## src/rtl/crg_pkg.sv

```systemverilog
// rtl/crg_pkg.sv - shared state encoding and counter sizing for the CRG reset sequencer
package crg_pkg;

    typedef enum logic [1:0] {
        IDLE,
        QUALIFY,
        RELEASE,
        LOCKED
    } seq_state_e;

    // Counter width for a range of n values, never narrower than one bit.
    function automatic int safe_width(input int n);
        return (n <= 1) ? 1 : $clog2(n);
    endfunction

endpackage

```

## src/rtl/edge_activity_watchdog.sv

```systemverilog
// rtl/edge_activity_watchdog.sv - counts edge-free cycles and flags loss of edge activity
module edge_activity_watchdog
    import crg_pkg::*;
#(
    parameter int TIMEOUT = 64
) (
    input  logic clk_ref,
    input  logic arst_ni,
    input  logic edge_in_ni,
    input  logic enable_i,
    input  logic clear_i,
    output logic timeout_o
);

    localparam int GW = safe_width(TIMEOUT);
    localparam logic [GW-1:0] GAP_LAST = GW'(TIMEOUT - 1);

    logic [GW-1:0] gap_cnt;

    // Fires on the TIMEOUT-th consecutive cycle without an edge.
    assign timeout_o = enable_i && edge_in_ni && (gap_cnt == GAP_LAST);

    always_ff @(posedge clk_ref or negedge arst_ni) begin
        if (!arst_ni) begin
            gap_cnt <= '0;
        end else if (clear_i || !enable_i || !edge_in_ni || (gap_cnt == GAP_LAST)) begin
            gap_cnt <= '0;
        end else begin
            gap_cnt <= gap_cnt + 1'b1;
        end
    end

endmodule

```

## src/rtl/edge_rst_sequencer.sv

```systemverilog
// rtl/edge_rst_sequencer.sv - qualifies edge activity, then releases staged active-low resets
module edge_rst_sequencer
    import crg_pkg::*;
#(
    parameter int NUM_STAGES  = 4,
    parameter int EDGE_COUNT  = 3,
    parameter int STAGE_DELAY = 16,
    parameter int TIMEOUT     = 64
) (
    input  logic                  clk_ref,
    input  logic                  arst_ni,
    input  logic                  edge_in_ni,
    input  logic                  restart_i,
    output logic [NUM_STAGES-1:0] rst_no,
    output logic                  locked_o,
    output logic                  busy_o
);

    localparam int EW = safe_width(EDGE_COUNT + 1);
    localparam int DW = safe_width(STAGE_DELAY);
    localparam int SW = safe_width(NUM_STAGES + 1);
    localparam logic [EW-1:0] EDGE_LAST  = EW'(EDGE_COUNT - 1);
    localparam logic [DW-1:0] DLY_LAST   = DW'(STAGE_DELAY - 1);
    localparam logic [SW-1:0] STAGE_LAST = SW'(NUM_STAGES - 1);
    localparam logic [NUM_STAGES-1:0] STAGE_ONE = NUM_STAGES'(1);

    seq_state_e    state;
    logic [EW-1:0] edge_cnt;
    logic [DW-1:0] dly_cnt;
    logic [SW-1:0] stage_idx;
    logic          edge_seen;
    logic          timeout;

    assign edge_seen = !edge_in_ni;

    edge_activity_watchdog #(
        .TIMEOUT(TIMEOUT)
    ) u_watchdog (
        .clk_ref   (clk_ref),
        .arst_ni   (arst_ni),
        .edge_in_ni(edge_in_ni),
        .enable_i  (state != IDLE),
        .clear_i   (restart_i),
        .timeout_o (timeout)
    );

    always_ff @(posedge clk_ref or negedge arst_ni) begin
        if (!arst_ni) begin
            state     <= IDLE;
            edge_cnt  <= '0;
            dly_cnt   <= '0;
            stage_idx <= '0;
            rst_no    <= '0;
            locked_o  <= 1'b0;
            busy_o    <= 1'b0;
        end else if (restart_i) begin
            // Restart outranks edges, timeouts and pending releases.
            state     <= IDLE;
            edge_cnt  <= '0;
            dly_cnt   <= '0;
            stage_idx <= '0;
            rst_no    <= '0;
            locked_o  <= 1'b0;
            busy_o    <= 1'b0;
        end else begin
            case (state)
                IDLE: begin
                    if (edge_seen) begin
                        busy_o    <= 1'b1;
                        dly_cnt   <= '0;
                        stage_idx <= '0;
                        if (EDGE_COUNT == 1) begin
                            state    <= RELEASE;
                            edge_cnt <= '0;
                        end else begin
                            state    <= QUALIFY;
                            edge_cnt <= EW'(1);
                        end
                    end
                end
                QUALIFY: begin
                    if (timeout) begin
                        state    <= IDLE;
                        edge_cnt <= '0;
                        busy_o   <= 1'b0;
                    end else if (edge_seen) begin
                        if (edge_cnt == EDGE_LAST) begin
                            state     <= RELEASE;
                            edge_cnt  <= '0;
                            dly_cnt   <= '0;
                            stage_idx <= '0;
                        end else begin
                            edge_cnt <= edge_cnt + 1'b1;
                        end
                    end
                end
                RELEASE: begin
                    if (timeout) begin
                        state     <= IDLE;
                        dly_cnt   <= '0;
                        stage_idx <= '0;
                        rst_no    <= '0;
                        busy_o    <= 1'b0;
                    end else if (dly_cnt == DLY_LAST) begin
                        rst_no    <= rst_no | (STAGE_ONE << stage_idx);
                        dly_cnt   <= '0;
                        stage_idx <= stage_idx + 1'b1;
                        if (stage_idx == STAGE_LAST) begin
                            state    <= LOCKED;
                            locked_o <= 1'b1;
                            busy_o   <= 1'b0;
                        end
                    end else begin
                        dly_cnt <= dly_cnt + 1'b1;
                    end
                end
                LOCKED: begin
                    if (timeout) begin
                        state     <= IDLE;
                        stage_idx <= '0;
                        rst_no    <= '0;
                        locked_o  <= 1'b0;
                    end
                end
                default: state <= IDLE;
            endcase
        end
    end

endmodule

```

## config.mk

```make
export PLATFORM = sky130hd
export DESIGN_NAME = edge_rst_sequencer
export DESIGN_NICKNAME = d
export VERILOG_FILES = /design/src/rtl/crg_pkg.sv /design/src/rtl/edge_activity_watchdog.sv /design/src/rtl/edge_rst_sequencer.sv
export SDC_FILE = /design/constraint.sdc
export NUM_CORES = 1
export LEC_CHECK = 0
export ABC_CLOCK_PERIOD_IN_PS = 5400
export CORE_ASPECT_RATIO = 1.4
export CORE_MARGIN = 4
export CORE_UTILIZATION = 47
export CTS_CLUSTER_DIAMETER = 40
export DETAILED_ROUTE_END_ITERATION = 6
export PLACE_DENSITY = 0.75
export SLEW_MARGIN = 15
export SYNTH_ARGS = -nofsm -noshare
export SYNTH_HDL_FRONTEND = slang
export SYNTH_SLANG_ARGS = --single-unit
export TNS_END_PERCENT = 5
```

## constraint.sdc

```tcl
create_clock -name clk_ref -period 5.4 [get_ports clk_ref]
set_input_delay 0.54 -clock clk_ref [delete_from_list [all_inputs] [get_ports clk_ref]]
set_output_delay 0.54 -clock clk_ref [all_outputs]
set_load 0.005 [all_outputs]
```

==> impl_metrics.ini <==
[placed_design]
place_hpwl_mm = 1.93
pre_cts_ws_ns = 3.00
place_congestion = 0.834
portBuffers = 9
placed_area_sq_mm = 0.00145

[die]
die_width_um = 52.9
die-area_sq_mm = 0.00374
start_util_pct = 49.6
num_io_pins = 10
core-area_sq_mm = 0.00267
fp.dieH_um = 70.8
rows = 22

[drt]
wl_mm = 2.48
drt_pass1_iterations = 4
vias = 1060
drt-initial-drc-count = 39
via_per_inst = 5.76
detail-route-antenna-nets = 0
wl_per_cell_um = 13.5
drc = 0

[power_and_ir_drop]
p_leak_uw = 0.000610
vdd_ir_drop_max_uv = 217
cellPowerDensity_mw_per_mm2 = 286

[clocking]
cts_hold_buf = 0
cts_made_buffers = 3
clock_latency_ns = 0.31
cts_max_path_buffers = 2
path_clk_slew_ns = 0.13
cts.sinks = 23
cts-resized-gates = 0
cts_root_buffer = clkbuf_4
htreeDepth = 1
cts_tree = done
cts_setup_buffers = 0

[layout]
nets = 164
drive_above_1_share_pct = 6.76
antenna-diode-count = 0
finish.instance_area_sq_mm = 0.00148
fillers = 253
regArea_sq_um = 576
post-route-util_pct = 55.4
multi_input_area_sq_um = 708
synthToLayoutAreaGrowth_pct = 11.7

[sta]
setup_tns_ns = 0
fin_ws_ns = 3.34
post-route-period-util_pct = 38.2
finalSetupViolations = 0
finalHoldViolCount = 0
min_period_ns = 2.06
maxSlewHeadroom_pct = 35.0
finClkSkew_ns = 0.00193
whs_ns = 0.478
slew_viol_final = 0
tightest_slew_ns = 0.973
rsz0062_at_grt = false
max_freq_mhz = 485

[logic_synthesis]
ys_seq_area_share_pct = 43.4
ys_ff_latch = 23
synth_fp_nets = 152
postSynthCellCount = 137
synth_warnings = 0
syn_area_sq_mm = 0.00133
ys_types = 38
syn_avg_cell_area_sq_um = 9.67

[worst_hold_path]
hold_path.class = flip-flop to flip-flop
hold_start = u_watchdog.gap_cnt[0]$_DFF_PN0_

[critical_path]
cp_max_fo = 17
endpoint_kind = flip-flop
critical_path_class = primary input to flip-flop
path_cells = clkdlybuf4s50_1 -> o21bai_2 -> o21ai_0 -> nor4b_1 -> a211o_1
worst-endpoint-arrival_ns = 2.28
crit_required_ns = 5.62
crit_path_top_delay_cell = clkdlybuf4s50_1
slowest_delay_ns = 0.70
worstSetupStartpointType = primary input
cp-startpoint = restart_i
reg2reg_from = state[0]$_DFFE_PN0P_

[global_route]
grt-ovfl-total = 0
grt_pass1_wl_mm = 4.59
grt_max_degree = 24
gr-usage-all-layers_pct = 15.7
grt_pass1_vias = 1127
antenna_found_initial = 0

[job]
cap_violations = 0

[run_status]
status = complete, no violations
## where the power goes
part	total (uW)	leakage, uW	switching (uW)	internal, uW
logic	143	0.000276	80.4	63.0
registers	199	0.000317	13.1	186
clock network	81.1	0.0000177	53.4	27.7
## synthesized netlist by cell type, drive strengths merged
cell type | count | area share (%)
nor4b | 1 | 0.66
o2111ai | 1 | 0.66
clkbuf | 1 | 0.28
buf | 1 | 0.28
xor2 | 2 | 1.3
o21a | 1 | 0.57
nor2 | 12 | 3.4
nand3b | 2 | 1.1
nand2b | 3 | 1.4
o31a | 1 | 0.66
xnor2 | 2 | 1.3
a22o | 3 | 2.0
nor3 | 4 | 1.5
mux2i | 1 | 0.76
and2 | 1 | 0.47
a211o | 1 | 0.66
or3 | 2 | 0.94
nor3b | 1 | 0.57
a22oi | 1 | 1.6
a32o | 1 | 0.76
or2 | 2 | 1.1
inv | 9 | 2.5
o21bai | 3 | 2.0
nor4 | 1 | 0.47
o22ai | 1 | 0.47
o31ai | 5 | 3.2
a21oi | 6 | 2.3
dfrtp | 23 | 43
o21ai | 11 | 4.4
nand3 | 7 | 2.6
o2bb2ai | 3 | 2.0
ha | 11 | 10
nand4 | 2 | 0.94
nand2 | 11 | 3.1
## area by class of cell
type	count	share of cell area, %
Clock buffer	3	1.52
Multi-Input combinational cell	103	47.8
Timing Repair Buffer	9	6.09
Sequential cell	23	38.9
Tap cell	36	3.04
Clock inverter	1	0.338
Inverter	9	2.28
## cell families (layout without fill, tap and decap cells)
| logic type | after synthesis | in the layout | synth area share (%) |
|---|---|---|---|
| simple gates | 49 | 49 | 18.4 |
| compound gates | 38 | 38 | 21.2 |
| flops | 23 | 23 | 43.4 |
| fa+ha+maj | 11 | 11 | 10.4 |
| buf+inv | 11 | 22 | 3.12 |
| xor+xnor | 4 | 4 | 2.64 |
| mux | 1 | 1 | 0.755 |
## flip-flops by register name, indices dropped and copies added, names as in the netlist
name	cells
state	2
locked_o	1
edge_cnt	2
dly_cnt	4
rst_no	4
u_watchdog.gap_cnt	6
busy_o	1
stage_idx	3
## stage by stage
step / total power, uW / std cells
after floorplan: 308 / 137
after global placement: 342 / 180
after detailed placement: 346 / 180
after CTS: 426 / 184
after global routing: 456 / 184
final: 423 / 184
## routing by layer
layer / GRT usage (%) / wire length, um
met5: 0 / 0
met4: 7.95 / 82
met3: 2.11 / 68
met2: 26.2 / 1260
met1: 19.1 / 1070
## critical path, delay by kind of cell
kind	cells	cell delay (ns)
AOI/OAI and AO/OA	3	0.94
buffers and inverters	1	0.70
and+or+nand+nor	1	0.09
## placed cells by master, fill, tap and decap left out, types with 2 or more instances in the layout
| master | n |
|---|---|
| inv_1 | 9 |
| or3_1 | 2 |
| nand2_1 | 11 |
| clkbuf_4 | 3 |
| a22o_1 | 3 |
| nand4_1 | 2 |
| o21bai_1 | 2 |
| nor2_1 | 12 |
| clkdlybuf4s50_1 | 9 |
| xnor2_1 | 2 |
| a21oi_1 | 6 |
| nor3_1 | 4 |
| o2bb2ai_1 | 3 |
| o21ai_0 | 10 |
| nand3b_1 | 2 |
| nand2b_1 | 3 |
| ha_1 | 11 |
| o31ai_1 | 4 |
| xor2_1 | 2 |
| dfrtp_1 | 23 |
| nand3_1 | 7 |
## final timing paths
| check | to | slack, ns | depth (start not counted) |
|---|---|---|---|
| setup / recovery | busy_o$_DFFE_PN0P_ | 3.34 | 5 |
| hold / removal | u_watchdog.gap_cnt[0]$_DFF_PN0_ | 0.48 | 1 |
| setup reg to reg | busy_o$_DFFE_PN0P_ | 3.37 | 7 |
| hold reg to reg | u_watchdog.gap_cnt[0]$_DFF_PN0_ | 0.48 | 1 |
| max in group asynchronous | busy_o$_DFFE_PN0P_ | 4.07 | 1 |
| min in group asynchronous | state[0]$_DFFE_PN0P_ | 0.75 | 1 |
Note: power is estimated with default switching activity, not from simulation.
